`src/rtl/text_ctrl_pkg.sv`:
```
// Shared constants and enums for the text RAM write controller.
package text_ctrl_pkg;

    localparam logic [7:0] CHAR_CR    = 8'h0D;
    localparam logic [7:0] CHAR_LF    = 8'h0A;
    localparam logic [7:0] CHAR_BS    = 8'h08;
    localparam logic [7:0] CHAR_SPACE = 8'h20;
    localparam logic [7:0] PRINT_LO   = 8'h20;
    localparam logic [7:0] PRINT_HI   = 8'h7E;

    typedef enum logic {
        IDLE,
        CLEAR
    } state_e;

    typedef enum logic [1:0] {
        CLS_PRINT,
        CLS_NL,
        CLS_BS,
        CLS_IGN
    } byte_class_e;

    // Sort a received byte into the handful of classes the controller acts on.
    function automatic byte_class_e classify_byte(input logic [7:0] b);
        if (b >= PRINT_LO && b <= PRINT_HI) begin
            return CLS_PRINT;
        end else if (b == CHAR_CR || b == CHAR_LF) begin
            return CLS_NL;
        end else if (b == CHAR_BS) begin
            return CLS_BS;
        end else begin
            return CLS_IGN;
        end
    endfunction

endpackage

```
`src/rtl/cell_sweep_counter.sv`:
```
// Row/column cell counter with row-major wrap. It is the cursor during
// normal text entry and the address generator during a screen clear.
module cell_sweep_counter #(
    parameter int COLS     = 32,
    parameter int ROWS     = 4,
    parameter int COL_W    = $clog2(COLS),
    parameter int ROW_W    = $clog2(ROWS),
    parameter int HOME_ROW = 1,
    parameter int HOME_COL = 0
) (
    input  logic             clk,
    input  logic             rst_ni,
    input  logic             step_i,
    input  logic             load_i,
    input  logic [ROW_W-1:0] load_row_i,
    input  logic [COL_W-1:0] load_col_i,
    output logic [ROW_W-1:0] row_o,
    output logic [COL_W-1:0] col_o,
    output logic             last_o
);

    localparam logic [ROW_W-1:0] ROW_LAST = ROW_W'(ROWS - 1);
    localparam logic [COL_W-1:0] COL_LAST = COL_W'(COLS - 1);

    logic [ROW_W-1:0] row_q, row_d;
    logic [COL_W-1:0] col_q, col_d;

    // Next position: an explicit load beats a step; a step wraps col then row.
    always_comb begin
        row_d = row_q;
        col_d = col_q;
        if (load_i) begin
            row_d = load_row_i;
            col_d = load_col_i;
        end else if (step_i) begin
            if (col_q == COL_LAST) begin
                col_d = '0;
                row_d = (row_q == ROW_LAST) ? '0 : row_q + ROW_W'(1);
            end else begin
                col_d = col_q + COL_W'(1);
            end
        end
    end

    // Position register; reset parks it at the home cell.
    always_ff @(posedge clk or negedge rst_ni) begin
        if (!rst_ni) begin
            row_q <= ROW_W'(HOME_ROW);
            col_q <= COL_W'(HOME_COL);
        end else begin
            row_q <= row_d;
            col_q <= col_d;
        end
    end

    assign row_o  = row_q;
    assign col_o  = col_q;
    assign last_o = (row_q == ROW_LAST) && (col_q == COL_LAST);

endmodule

```
`src/rtl/text_write_ctrl.sv`:
```
// Text RAM write sequencer: turns UART bytes into cell writes, tracks the
// cursor, and runs the screen-clear sweep with a one-byte holding buffer.
module text_write_ctrl
    import text_ctrl_pkg::*;
#(
    parameter int COLS     = 32,
    parameter int ROWS     = 4,
    parameter int COL_W    = $clog2(COLS),
    parameter int ROW_W    = $clog2(ROWS),
    parameter int HOME_ROW = 1,
    parameter int HOME_COL = 0
) (
    input  logic             clk,
    input  logic             reset,
    input  logic             rx_valid,
    input  logic [7:0]       rx_data,
    input  logic             clear_req,
    output logic             ram_we,
    output logic [ROW_W-1:0] ram_row,
    output logic [COL_W-1:0] ram_col,
    output logic [7:0]       ram_wdata,
    output logic [ROW_W-1:0] cursor_row,
    output logic [COL_W-1:0] cursor_col,
    output logic             busy,
    output logic             overflow
);

    localparam logic [ROW_W-1:0] ROW_LAST = ROW_W'(ROWS - 1);

    state_e           state_q, state_d;
    logic             busy_q, busy_d;
    logic             done_q, done_d;
    logic             pend_vld_q, pend_vld_d;
    logic [7:0]       pend_data_q, pend_data_d;
    logic             overflow_q, overflow_d;
    logic             ram_we_q, ram_we_d;
    logic [ROW_W-1:0] ram_row_q, ram_row_d;
    logic [COL_W-1:0] ram_col_q, ram_col_d;
    logic [7:0]       ram_wdata_q, ram_wdata_d;

    logic             cnt_step;
    logic             cnt_load;
    logic [ROW_W-1:0] cnt_load_row;
    logic [COL_W-1:0] cnt_load_col;
    logic [ROW_W-1:0] cur_row;
    logic [COL_W-1:0] cur_col;
    logic             cur_last;

    logic             proc_vld;
    logic [7:0]       proc_byte;

    function automatic logic [ROW_W-1:0] next_row(input logic [ROW_W-1:0] r);
        return (r == ROW_LAST) ? '0 : r + ROW_W'(1);
    endfunction

    cell_sweep_counter #(
        .COLS     (COLS),
        .ROWS     (ROWS),
        .COL_W    (COL_W),
        .ROW_W    (ROW_W),
        .HOME_ROW (HOME_ROW),
        .HOME_COL (HOME_COL)
    ) u_cursor (
        .clk        (clk),
        .rst_ni     (reset),
        .step_i     (cnt_step),
        .load_i     (cnt_load),
        .load_row_i (cnt_load_row),
        .load_col_i (cnt_load_col),
        .row_o      (cur_row),
        .col_o      (cur_col),
        .last_o     (cur_last)
    );

    // Arbitrate the write port between byte handling and the clear sweep.
    always_comb begin
        state_d      = state_q;
        busy_d       = busy_q;
        done_d       = done_q;
        pend_vld_d   = pend_vld_q;
        pend_data_d  = pend_data_q;
        overflow_d   = overflow_q;
        ram_we_d     = 1'b0;
        ram_row_d    = ram_row_q;
        ram_col_d    = ram_col_q;
        ram_wdata_d  = ram_wdata_q;
        cnt_step     = 1'b0;
        cnt_load     = 1'b0;
        cnt_load_row = cur_row;
        cnt_load_col = cur_col;
        proc_vld     = 1'b0;
        proc_byte    = 8'h00;

        unique case (state_q)
            IDLE: begin
                if (clear_req) begin
                    // Cell (0,0) is written on entry so the sweep spans exactly
                    // the busy window; the counter resumes at (0,1).
                    state_d      = CLEAR;
                    busy_d       = 1'b1;
                    done_d       = 1'b0;
                    ram_we_d     = 1'b1;
                    ram_row_d    = '0;
                    ram_col_d    = '0;
                    ram_wdata_d  = CHAR_SPACE;
                    cnt_load     = 1'b1;
                    cnt_load_row = '0;
                    cnt_load_col = COL_W'(1);
                    if (rx_valid) begin
                        if (pend_vld_q) begin
                            overflow_d = 1'b1;
                        end else begin
                            pend_vld_d  = 1'b1;
                            pend_data_d = rx_data;
                        end
                    end
                end else begin
                    // The held byte is older, so it goes first; a live byte
                    // arriving now takes the slot it frees.
                    if (pend_vld_q) begin
                        proc_vld   = 1'b1;
                        proc_byte  = pend_data_q;
                        pend_vld_d = rx_valid;
                        if (rx_valid) begin
                            pend_data_d = rx_data;
                        end
                    end else if (rx_valid) begin
                        proc_vld  = 1'b1;
                        proc_byte = rx_data;
                    end

                    if (proc_vld) begin
                        unique case (classify_byte(proc_byte))
                            CLS_PRINT: begin
                                ram_we_d    = 1'b1;
                                ram_row_d   = cur_row;
                                ram_col_d   = cur_col;
                                ram_wdata_d = proc_byte;
                                cnt_step    = 1'b1;
                            end
                            CLS_NL: begin
                                cnt_load     = 1'b1;
                                cnt_load_row = next_row(cur_row);
                                cnt_load_col = '0;
                            end
                            CLS_BS: begin
                                if (cur_col != '0) begin
                                    ram_we_d     = 1'b1;
                                    ram_row_d    = cur_row;
                                    ram_col_d    = cur_col - COL_W'(1);
                                    ram_wdata_d  = CHAR_SPACE;
                                    cnt_load     = 1'b1;
                                    cnt_load_row = cur_row;
                                    cnt_load_col = cur_col - COL_W'(1);
                                end
                            end
                            default: ;
                        endcase
                    end
                end
            end

            CLEAR: begin
                if (rx_valid) begin
                    if (pend_vld_q) begin
                        overflow_d = 1'b1;
                    end else begin
                        pend_vld_d  = 1'b1;
                        pend_data_d = rx_data;
                    end
                end
                if (done_q) begin
                    // One idle beat after the last write so busy covers only the sweep.
                    state_d = IDLE;
                    busy_d  = 1'b0;
                    done_d  = 1'b0;
                end else begin
                    ram_we_d    = 1'b1;
                    ram_row_d   = cur_row;
                    ram_col_d   = cur_col;
                    ram_wdata_d = CHAR_SPACE;
                    if (cur_last) begin
                        cnt_load     = 1'b1;
                        cnt_load_row = ROW_W'(HOME_ROW);
                        cnt_load_col = COL_W'(HOME_COL);
                        done_d       = 1'b1;
                    end else begin
                        cnt_step = 1'b1;
                    end
                end
            end

            default: begin
                state_d = IDLE;
                busy_d  = 1'b0;
            end
        endcase
    end

    // Controller state and registered write-port outputs.
    always_ff @(posedge clk or negedge reset) begin
        if (!reset) begin
            state_q     <= IDLE;
            busy_q      <= 1'b0;
            done_q      <= 1'b0;
            pend_vld_q  <= 1'b0;
            pend_data_q <= 8'h00;
            overflow_q  <= 1'b0;
            ram_we_q    <= 1'b0;
            ram_row_q   <= '0;
            ram_col_q   <= '0;
            ram_wdata_q <= 8'h00;
        end else begin
            state_q     <= state_d;
            busy_q      <= busy_d;
            done_q      <= done_d;
            pend_vld_q  <= pend_vld_d;
            pend_data_q <= pend_data_d;
            overflow_q  <= overflow_d;
            ram_we_q    <= ram_we_d;
            ram_row_q   <= ram_row_d;
            ram_col_q   <= ram_col_d;
            ram_wdata_q <= ram_wdata_d;
        end
    end

    assign ram_we     = ram_we_q;
    assign ram_row    = ram_row_q;
    assign ram_col    = ram_col_q;
    assign ram_wdata  = ram_wdata_q;
    assign cursor_row = cur_row;
    assign cursor_col = cur_col;
    assign busy       = busy_q;
    assign overflow   = overflow_q;

endmodule

```
`config.mk`:
```
export PLATFORM = sky130hd
export DESIGN_NAME = text_write_ctrl
export DESIGN_NICKNAME = d
export VERILOG_FILES = /design/src/rtl/text_ctrl_pkg.sv /design/src/rtl/cell_sweep_counter.sv /design/src/rtl/text_write_ctrl.sv
export SDC_FILE = /design/constraint.sdc
export NUM_CORES = 1
export LEC_CHECK = 0
export CORE_MARGIN = 4
export CORE_UTILIZATION = 55
export CTS_CLUSTER_DIAMETER = 80
export DETAILED_ROUTE_END_ITERATION = 12
export PLACE_DENSITY = 0.86
export SYNTH_ARGS = -nofsm -noshare
export SYNTH_HDL_FRONTEND = slang
export SYNTH_SLANG_ARGS = --single-unit
```
`constraint.sdc`:
```
create_clock -name clk -period 7.7 [get_ports clk]
set_input_delay 1.54 -clock clk [delete_from_list [all_inputs] [get_ports clk]]
set_output_delay 1.54 -clock clk [all_outputs]
set_load 0.05 [all_outputs]
```
# --- After elaboration in Yosys (flattened, before gate mapping) ---
# Cells that the tools add are included.
totals:
  reg_bits: 36
  input_bits: 12
op_classes:
  mux: 90
  addsub: 3
  reduce_logical: 12
  n_eq_ne: 21
  bitwise_logic: 1
  order_cmp: 2
ops:
  columns: ["operator", "n"]
  rows:
  - ["$mux 8", 13]
  - ["$mux 5", 11]
  - ["$pmux 8 s2", 3]
  - ["$pmux 5 s2", 4]
  - ["$mux 2", 18]
  - ["$mux 1", 28]
  - ["$eq 8x4->1 const B", 3]
  - ["$pmux 1 s2", 10]
  - ["$ne 3x3->1 const B", 4]
  - ["$pmux 2 s2", 3]
  - ["$reduce_and 6->1", 2]
  - ["$ge 8x6->1 const B", 1]
  - ["$le 8x7->1 const B", 1]
  - ["$ne 4x4->1 const B", 2]
  - ["$add 5x1->5 const B", 1]
  - ["$eq 5x5->1 const B", 1]
  - ["$ne 5x3->1 const B", 1]
  - ["$ne 5x5->1 const B", 1]
  - ["$reduce_bool 5->1", 1]
  - ["$sub 5x1->5 const B", 1]
  - ["$eq 2x2->1 const B", 2]
  - ["$ne 2x2->1 const B", 2]
  - ["$ne 4x2->1 const B", 1]
  - ["$ne 4x3->1 const B", 1]
  - ["other kinds (11)", 14]

# --- Depth between registers and ports, before layout ---
# Gate-level depths: netlist (run 1).
depth:
  word_depth: 18
  ltp_mapped: 15

# --- By module ---
# A second synthesis (run 1) with hierarchy kept.
hier_totals:
  hier_cells: 262
  area_unflattened_um2: 2354.8
by_module_without_submodules:
  columns: ["module", "area_each_um2", "cells_each", "seq_area_each_um2", "instances"]
  rows:
  - ["text_write_ctrl", 1948.1, 218, 725.7, 1]
  - ["cell_sweep_counter", 406.6, 44, 176.4, 1]

# --- Worst setup path before layout (run 1) ---
# No wires, ideal clock.
synth_path:
  kind: "input to register"
  startpoint: "input port rx_valid"
  endpoint: "register u_cursor.row_q[0] (netlist: u_cursor.row_o[0])"
  path_slack_ns: 3.742
  cell_stages: 12
  arrival_ns: 3.876
  t_required_ns: 7.618
  path_buffers: 1
  cell_sequence: "buf_2 nand2_1 o21ai_0 o21ba_2 and2_1 a31o_2 ha_1 o21bai_1 o21ai_0 nand2_1 a21oi_1 mux2_2"
synth_via:
  elab_chain_len: 18
  elab_cells_between_ends: 40
synth_lines:
  columns: ["item", "line_no", "source"]
  rows:
  - ["from (decl)", "text_write_ctrl.sv:15", "input logic rx_valid,"]
  - ["parallel branches: the longest is 18 deep, another holds $ge 8x6->1", null, null]
  - ["to (signal assigned)", "cell_sweep_counter.sv:48", "row_q <= ROW_W'(HOME_ROW);"]
  - ["to (signal assigned)", "cell_sweep_counter.sv:51", "row_q <= row_d;"]
  - ["to (decl)", "cell_sweep_counter.sv:25", "logic [ROW_W-1:0] row_q, row_d;"]
# Several ways; the timed one is not identified. The select of a mux whose other input is x is not followed.
# A chain may end at the register's enable or synchronous reset.

# --- Final worst setup path (run 1) ---
# Ends and elaborated chain as after synthesis.

==> impl_metrics.csv, run 1 <==
group,metric,value,unit
outcome,status,"finished clean",
die,io_pins,37,
grt,grt_max_degree,37,
place,port_buffers,36,
worst_setup_path,required,7920,ps
power,power,1087,uW
finish,final_layout_size_suffix_gt1_share,12.46,%
route,routedWlPerCell,14.68,microns
place,gp_congestion,0.8793,
sta,slew_violations,0,
die,row_count,23,
route,num_vias,1934,
logic_synthesis,synth.net_count,270,
logic_synthesis,syn_inst,249,
clocking,cts_resized,0,
place,dpl-instance-area,2616,sq um
logic_synthesis,ys_async_sr_fraction,100.0,%
clocking,root_buffer,"clkbuf_8",
worst_setup_path,crit_fanout,14,
power,p_per_area,402.0,nW/um^2
grt,antenna_found_initial,0,
min_path,hold_end,"overflow",
sta,skew,8.609,ps
clocking,worst_skew_pair.late_latency,290,ps
worst_setup_path,reg2reg_to,"u_cursor.row_o[0]",
logic_synthesis,yosysUniqueCellTypes,51,
die,fp.dieW,72.06,microns
die,initial_core_util,56.84,%
sta,period_share,61.69,%
power,irDropWorstVdd,0.1653,mV
route,drtAntennaViolNets,0,
finish,layout_commonest_cell,"clkdlybuf4s50_1",
sta,setup_tns,0,ps
logic_synthesis,synth_edf_count,0,
worst_setup_path,worstPathArrival,4970,ps
finish,nNetsFinal,301,
sta,clock.fmax,210.5,MHz
worst_setup_path,critPathKind,"in2reg",
logic_synthesis,synthFlopType,"dfrtp_1",
worst_setup_path,rr_startpoint,"pend_vld_q",
clocking,postCtsSetupRepairBufs,0,
worst_setup_path,critPathCaptureType,"flop",
clocking,ctsLongestPathBuffers,2,
logic_synthesis,synth.avg_cell_area,9.065,sq um
sta,worst_slew_pin_slew,906.2,ps
sta,setup_violations,0,
clocking,cts.sinks,36,
finish,area_growth,19.79,%
sta,rsz0062_at_grt,"false",
die,die_area,5193,sq um
sta,hold_violations,0,
clocking,cts_buffers,5,
min_path,hold_path.class,"reg2reg",
sta,setup_ws,2950,ps
logic_synthesis,netlist_area,2257,sq um
finish,design_area,2704,sq um
worst_setup_path,r2r_slack,4020,ps
logic_synthesis,yosysWarnings,0,
route,dr.pass1.iters,4,
grt,grt_first_pass_wirelength,8321,microns
sta,relSlewSlack,39.58,%
logic_synthesis,ys_ff_latch,36,
logic_synthesis,netlist.area_leader.share,38.80,%
clocking,h-tree-depth,2,
route,drt-total-wl,4859,microns
worst_setup_path,startpoint_type,"input port",
clocking,clk_pin_slew_worst_paths,70,ps
place,dpl.hpwl,3567,microns
logic_synthesis,yosysTopAreaCell,"dfrtp_1",
finish,diodes,0,
power,leakage,0.001105,uW
route,drtIter0Drc,132,
route,drc,0,
logic_synthesis,synthTopCellsByArea,"dfrtp_1, o21ai_0, nand2_1",
min_path,hold_start,"overflow",
grt,grt_use_total,20.24,%
die,coreArea,3971,sq um
clocking,cts_hold_buffers,0,
clocking,cts_tree,"yes",
grt,grt_pass1_vias,1817,
route,viasPerCell,5.843,
sta,fin_crit,4750,ps
worst_setup_path,reg2regPathDepth,10,
min_path,holdPathStages,1,
grt,grt-ovfl-total,0,
job,max-cap-violations,0,
place,dp_slack,2663,ps
die,die_y,72.06,microns
logic_synthesis,yosysSeqAreaShare,39.97,%
finish,mostFrequentLayoutCells,"clkdlybuf4s50_1, dfrtp_1, nand2_1, o21ai_0, a21oi_1",
power breakdown:
| group | total (uW) | internal [uW] | switching [uW] |
|---|---|---|---|
| registers | 335 | 255 | 80.2 |
| logic | 619 | 249 | 370 |
| clock network | 133 | 63.0 | 69.7 |
state kept, by name, indices dropped and copies added, names as in the netlist, 2 cells and up:
register / count
u_cursor.col_o: 5
ram_wdata: 8
ram_row: 2
u_cursor.row_o: 2
ram_col: 5
pend_data_q: 8
routing by layer:
metal | global-route usage [%] | wire [microns]
met1 | 29.16 | 2310
met3 | 4.294 | 262
met5 | 0 | 0
met4 | 5.219 | 48
met2 | 31.14 | 2238
kinds of logic after synthesis:
logic type	share of synthesized area (%)
AO/OA/AOI/OAI	22.34
flip-flops	39.97
XOR/XNOR	1.552
adder cells (fa/ha/maj)	5.432
AND/OR/NAND/NOR	18.18
multiplexers	7.206
buffers and inverters	5.322
cells in the mapped netlist, types with 2 or more instances:
cell / instances
buf_2: 6
xnor2_1: 3
a31o_2: 3
a21oi_1: 15
or2_2: 3
mux2i_1: 5
nor3_1: 6
nand3_1: 6
dfrtp_1: 35
a32o_1: 2
o31ai_1: 7
nor2b_1: 4
o211ai_2: 2
clkbuf_1: 5
and3_1: 2
nand2b_1: 3
buf_6: 2
nand2_1: 34
inv_1: 11
nor2_1: 14
o21ai_0: 28
o21bai_1: 4
nor3b_1: 2
ha_1: 9
mux2_2: 10
o22ai_1: 3
stage by stage:
stage               utilization [%]  std cells  hold WS [ps]
floorplan                         -        249         479.3
global placement              65.88        323         458.5
detailed placement            65.88        323         463.2
CTS                           68.08        331         488.0
global route                  68.08        331         517.5
finish                        68.08        331         480.6
critical path, stage by stage:
cell             delay [ps]
clkdlybuf4s50_1         760
nand2_1                  80
o21ai_0                 390
nand4_1                 170
and2_1                  180
a31o_2                  230
ha_1                    280
o21bai_1                230
o21ai_0                 380
nand2_1                 110
a21oi_1                 260
mux2_2                  360
worst max-delay path by stage:
stage | startpoint | end | cells past startpoint
2_1_floorplan | rx_valid | u_cursor.row_o[0] | 12
3_3_place_gp | rx_valid | u_cursor.col_o[4] | 11
3_5_place_dp | rx_valid | u_cursor.col_o[4] | 11
4_1_cts | rx_valid | u_cursor.col_o[4] | 11
5_1_grt | rx_valid | u_cursor.row_o[0] | 12
6_report | rx_valid | u_cursor.row_o[0] | 12
final cells by class:
cell class | count | area, sq um
fill | 328 | 1267
clock inverter | 3 | 18.77
inverter | 11 | 41.29
tap | 50 | 62.56
clock buffer | 5 | 68.82
sequential | 36 | 902.1
multi-input combinational | 188 | 1235
timing repair buffer | 38 | 375.4
(Power assumes the default switching activity.)
==> run 2: changes to the inputs <==
--- a/config.mk
+++ b/config.mk
@@ -6,10 +6,10 @@
 export NUM_CORES = 1
 export LEC_CHECK = 0
 export CORE_MARGIN = 4
-export CORE_UTILIZATION = 55
+export CORE_UTILIZATION = 53
 export CTS_CLUSTER_DIAMETER = 80
 export DETAILED_ROUTE_END_ITERATION = 12
-export PLACE_DENSITY = 0.86
+export PLACE_DENSITY = 0.83
 export SYNTH_ARGS = -nofsm -noshare
 export SYNTH_HDL_FRONTEND = slang
 export SYNTH_SLANG_ARGS = --single-unit
==> constraint.sdc (replaced) <==
create_clock -name clk -period 4.64 [get_ports clk]
set_input_delay 0.928 -clock clk [delete_from_list [all_inputs] [get_ports clk]]
set_output_delay 0.928 -clock clk [all_outputs]
set_load 0.05 [all_outputs]
==> run 2 against run 1 <==
Against the previous run:
- die area rose by 3.4%
- final cell count fell by 0.30%
- worst setup slack got worse by 2400 ps
- clock skew barely moved
- register-to-register slack got worse by 3100 ps
- critical path depth fell by 1
- core utilization fell by 1.2 points
- critical path type unchanged
==> impl_metrics.csv, run 2 (synthesis gave the netlist of run 1 again) <==
group,metric,value,unit
finish,layoutNonFillerInstCount,330,
finish,final_layout_size_suffix_gt1_share,12.50,%
sta,setup_violations,0,
sta,setup_tns,0,ps
sta,relSlewSlack,37.01,%
route,drtIter0Drc,114,
sta,rsz0062_at_grt,"false",
min_path,hold_path.class,"reg2reg",
grt,grt_max_degree,37,
worst_setup_path,critPathTopFamily,"compound AO/OA/AOI/OAI gates",
clocking,ctsLongestPathBuffers,2,
clocking,cts.sinks,36,
die,row_count,23,
die,die_y,73.26,microns
route,viasPerCell,5.888,
clocking,cts_tree,"yes",
clocking,worst_skew_pair.late_latency,290,ps
grt,grt-ovfl-total,0,
place,port_buffers,36,
route,dr.pass1.iters,4,
die,initial_core_util,55.63,%
place,dpl.hpwl,3750,microns
die,io_pins,37,
worst_setup_path,required,4790,ps
worst_setup_path,worstPathArrival,4290,ps
route,num_vias,1943,
finish,area_growth,20.29,%
worst_setup_path,critPathCaptureType,"flop",
sta,clock.fmax,241.8,MHz
die,coreArea,4058,sq um
worst_setup_path,crit_slowest_cell,"clkdlybuf4s50_1",
sta,skew,8.490,ps
worst_setup_path,startpoint_type,"input port",
worst_setup_path,crit_fanout,14,
clocking,clk_pin_slew_worst_paths,80,ps
sta,hold_violations,0,
power,irDropWorstVdd,0.3309,mV
job,max-cap-violations,0,
finish,nFillCells,336,
grt,grt_use_total,20.74,%
grt,antenna_found_initial,0,
clocking,cts_hold_buffers,0,
clocking,root_buffer,"clkbuf_8",
die,die_area,5367,sq um
outcome,status,"finished clean",
clocking,cts_buffers,5,
worst_setup_path,crit_buf_inv,1,
sta,worst_slew_pin_slew,944.8,ps
grt,grt_pass1_vias,1830,
place,dp_slack,213.1,ps
die,fp.dieW,73.26,microns
worst_setup_path,critPathKind,"in2reg",
worst_setup_path,cp_slowest_stage_delay,740,ps
sta,period_share,89.14,%
grt,grt_first_pass_wirelength,8576,microns
route,drt-total-wl,5080,microns
power,leakage,0.001107,uW
clocking,h-tree-depth,2,
clocking,cts_resized,0,
place,dp_cells,322,
finish,mostFrequentLayoutCells,"dfrtp_1, clkdlybuf4s50_1, nand2_1, o21ai_0, a21oi_1",
route,routedWlPerCell,15.39,microns
power,p_per_area,686.7,nW/um^2
finish,nNetsFinal,300,
clocking,postCtsSetupRepairBufs,0,
route,drc,0,
place,gp_congestion,0.8736,
route,drtAntennaViolNets,0,
sta,fin_crit,4136,ps
sta,slew_violations,0,
worst_setup_path,path_cells,"clkdlybuf4s50_1 > nand2_1 > o21ai_0 > nand4_1 > and2_1 > a31oi_1 > ha_1 > or3b_2 > o41a_1 > o31ai_2 > a221oi_1",
sta,setup_ws,503.8,ps
finish,diodes,0,
run 2: cell count changes in the layout (fill, tap and decap cells not counted), sizes merged:
cell / change
bufinv: +1
clkdlybuf4s50: -1
clkinv: -2
clkinvlp: +1
run 2: stage by stage:
step / area (sq um) / power (uW) / utilization [%] / hold WS, ps
finish: 2715 / 1864 / 66.91 / 480.2
global route: 2715 / 1999 / 66.91 / 506.4
CTS: 2715 / 1870 / 66.91 / 485.5
detailed placement: 2604 / 1587 / 64.17 / 462.9
global placement: 2604 / 1561 / 64.17 / 458.0
floorplan: 2257 / 1312 / - / 479.3
run 2: final timing paths:
check,from,to,slack (ps),depth (start not counted)
min in group asynchronous,reset,ram_col[3],710,1
worst min-delay path,ram_col[0],ram_col[0],480,2
worst min register to register,ram_col[0],ram_col[0],480,2
worst max register to register,pend_vld_q,u_cursor.col_o[4],890,9
max in group asynchronous,reset,pend_data_q[0],3420,1
worst max-delay path,rx_valid,u_cursor.col_o[4],500,11
run 2: worst register-to-register path: cells and delay by family (launching register included):
kind / cells / cell delay [ps]
AO/OA/AOI/OAI: 6 / 1520
AND/OR/NAND/NOR: 2 / 720
adder cells (fa/ha/maj): 1 / 400
flip-flops: 1 / 970
run 2: layer usage:
metal | vias to the layer above | part of all wire (%) | track usage, %
met1 | 934 | 47 | 29.10
li1 | 953 | - | -
met2 | 48 | 48 | 32.08
met4 | 0 | 1.6 | 6.967
met3 | 8 | 4.3 | 4.104
met5 | - | 0 | 0
run 2: cell type report:
class                      instances  area (sq um)  share of cell area, %
tap                               50         62.56                  2.304
clock buffer                       5         68.82                  2.535
sequential                        36         902.1                  33.23
timing repair buffer              37         362.8                  13.36
inverter                          11         41.29                  1.521
clock inverter                     3         42.54                  1.567
multi-input combinational        188          1235                  45.48
run 2: power by group:
| part | switching (uW) | total (uW) | leakage, uW | internal (uW) |
|---|---|---|---|---|
| sequential | 135 | 558 | 0.000427 | 423 |
| combinational | 617 | 1030 | 0.000626 | 411 |
| clock | 118 | 277 | 0.0000541 | 159 |
==> run 3: changes to the inputs <==
--- a/config.mk
+++ b/config.mk
@@ -10,6 +10,7 @@
 export CTS_CLUSTER_DIAMETER = 80
 export DETAILED_ROUTE_END_ITERATION = 12
 export PLACE_DENSITY = 0.83
+export RECOVER_POWER = 25
 export SYNTH_ARGS = -nofsm -noshare
 export SYNTH_HDL_FRONTEND = slang
 export SYNTH_SLANG_ARGS = --single-unit
==> run 3 against run 2 <==
Against the previous run:
- critical path type unchanged
- the flow now finishes with violations (max-capacitance violations, max-slew violations)
- sequential cell count did not move
- final area barely moved
- die area did not move
- sequential share of layout area barely moved
- hold slack barely moved
- clock skew rose by 0.54 ps
==> impl_metrics.csv, run 3 (synthesis gave the netlist of run 1 again) <==
group,metric,value,unit
die,row_count,23,
sta,period_share,89.14,%
job,max-cap-violations,1,
die,die_area,5367,sq um
sta,setup_ws,503.7,ps
route,num_vias,1941,
clocking,root_buffer,"clkbuf_8",
sta,clock.fmax,241.8,MHz
clocking,cts.sinks,36,
route,viasPerCell,5.882,
sta,fin_crit,4136,ps
finish,mostFrequentLayoutCells,"dfrtp_1, clkdlybuf4s50_1, nand2_1, o21ai_0, a21oi_1",
route,met3_length,218,microns
clocking,h-tree-depth,2,
sta,relSlewSlack,-26.48,%
power,irDropWorstVdd,0.3309,mV
grt,grt-ovfl-total,0,
sta,slew_violations,37,
clocking,ctsLongestPathBuffers,2,
sta,finalHoldWorstSlack,480.4,ps
route,highest_layer,"met4",
worst_setup_path,critPathCaptureType,"flop",
finish,final_layout_size_suffix_gt1_share,12.14,%
finish,nNetsFinal,300,
place,dp_cells,322,
die,initial_core_util,55.63,%
worst_setup_path,critPathKind,"in2reg",
finish,regArea,902.1,sq um
route,drtIter0Drc,114,
grt,grt_use_total,20.74,%
grt,antenna_found_initial,0,
clocking,cts_resized,0,
die,fp.dieW,73.26,microns
clocking,clk_pin_slew_worst_paths,80,ps
clocking,cts_buffers,5,
sta,rsz0062_at_grt,"false",
worst_setup_path,path_cells,"clkdlybuf4s50_1 > nand2_1 > o21ai_0 > nand4_1 > and2_1 > a31oi_1 > ha_1 > or3b_2 > o41a_1 > o31ai_2 > a221oi_1",
finish,utilization,66.88,%
finish,diodes,0,
worst_setup_path,required,4790,ps
grt,grt_max_degree,37,
route,drc,0,
grt,grt_first_pass_wirelength,8576,microns
grt,grt_pass1_vias,1830,
clocking,cts_hold_buffers,0,
route,dr.pass1.iters,4,
route,routedWlPerCell,15.41,microns
route,m1WireLength,2371,microns
place,port_buffers,36,
finish,area_growth,20.23,%
worst_setup_path,startpoint_type,"input port",
place,gp_congestion,0.8736,
finish,nFillCells,336,
power,p_per_area,687.1,nW/um^2
route,wl_met2,2414,microns
die,io_pins,37,
clocking,cts_tree,"yes",
power,leakage,0.001104,uW
worst_setup_path,cp_slowest_stage_delay,740,ps
sta,worst_slew_pin_slew,1897,ps
place,dp_slack,213.1,ps
finish,layoutNonFillerInstCount,330,
die,coreArea,4058,sq um
outcome,violations,"max-capacitance violations, max-slew violations",
die,die_y,73.26,microns
sta,setup_tns,0,ps
sta,skew,9.034,ps
worst_setup_path,crit_fanout,14,
sta,setup_violations,0,
route,drt-total-wl,5084,microns
worst_setup_path,worstPathArrival,4290,ps
finish,multi_input_area,1235,sq um
clocking,postCtsSetupRepairBufs,0,
worst_setup_path,crit_slowest_cell,"clkdlybuf4s50_1",
min_path,hold_path.class,"reg2reg",
clocking,worst_skew_pair.late_latency,300,ps
route,drtAntennaViolNets,0,
place,dpl.hpwl,3750,microns
sta,hold_violations,0,
outcome,status,"complete, but fails checks",
[run 3: cell types whose count changed in the layout (fill, tap and decap cells not counted), sizes merged]
cell / delta
buf: -1
clkbuf: +1
[run 3: worst paths after layout]
path | start | end | slack, ps | cells after the start
worst max-delay path | rx_valid | u_cursor.col_o[4] | 500 | 11
worst min-delay path | ram_col[0] | ram_col[0] | 480 | 2
worst max register to register | pend_vld_q | u_cursor.col_o[4] | 890 | 9
worst min register to register | ram_col[0] | ram_col[0] | 480 | 2
max in group asynchronous | reset | pend_data_q[0] | 2400 | 1
min in group asynchronous | reset | ram_col[3] | 1150 | 1
[run 3: metrics by stage]
stage	total power (uW)	instance area, sq um
2_1_floorplan	1312	2257
3_3_place_gp	1561	2604
3_5_place_dp	1587	2604
4_1_cts	1870	2715
5_1_grt	1999	2714
6_report	1865	2714
[run 3: power breakdown]
| group | switching (uW) | total (uW) | internal, uW |
|---|---|---|---|
| Clock | 119 | 277 | 159 |
| Combinational | 617 | 1030 | 411 |
| Sequential | 135 | 558 | 423 |
[run 3: metal layers]
layer,vias to the layer above,GRT usage [%]
met1,932,29.10
li1,953,-
met2,48,32.08
met4,0,6.967
met3,8,4.104
met5,-,0
[run 3: layout make-up]
class / count / area share [%]
multi-input cells: 188 / 45.50
flip-flops and latches: 36 / 33.24
repair buffers: 37 / 13.32
clock buffers: 5 / 2.536
well taps: 50 / 2.305
clock inverters: 3 / 1.568
inverters: 11 / 1.521
[run 3: worst max-delay path: cells and delay by family]
kind	cells	cell delay (ps)
AOI/OAI and AO/OA	5	1220
adders and majority gates	1	400
and+or+nand+nor	4	1000
buffers and inverters	1	740
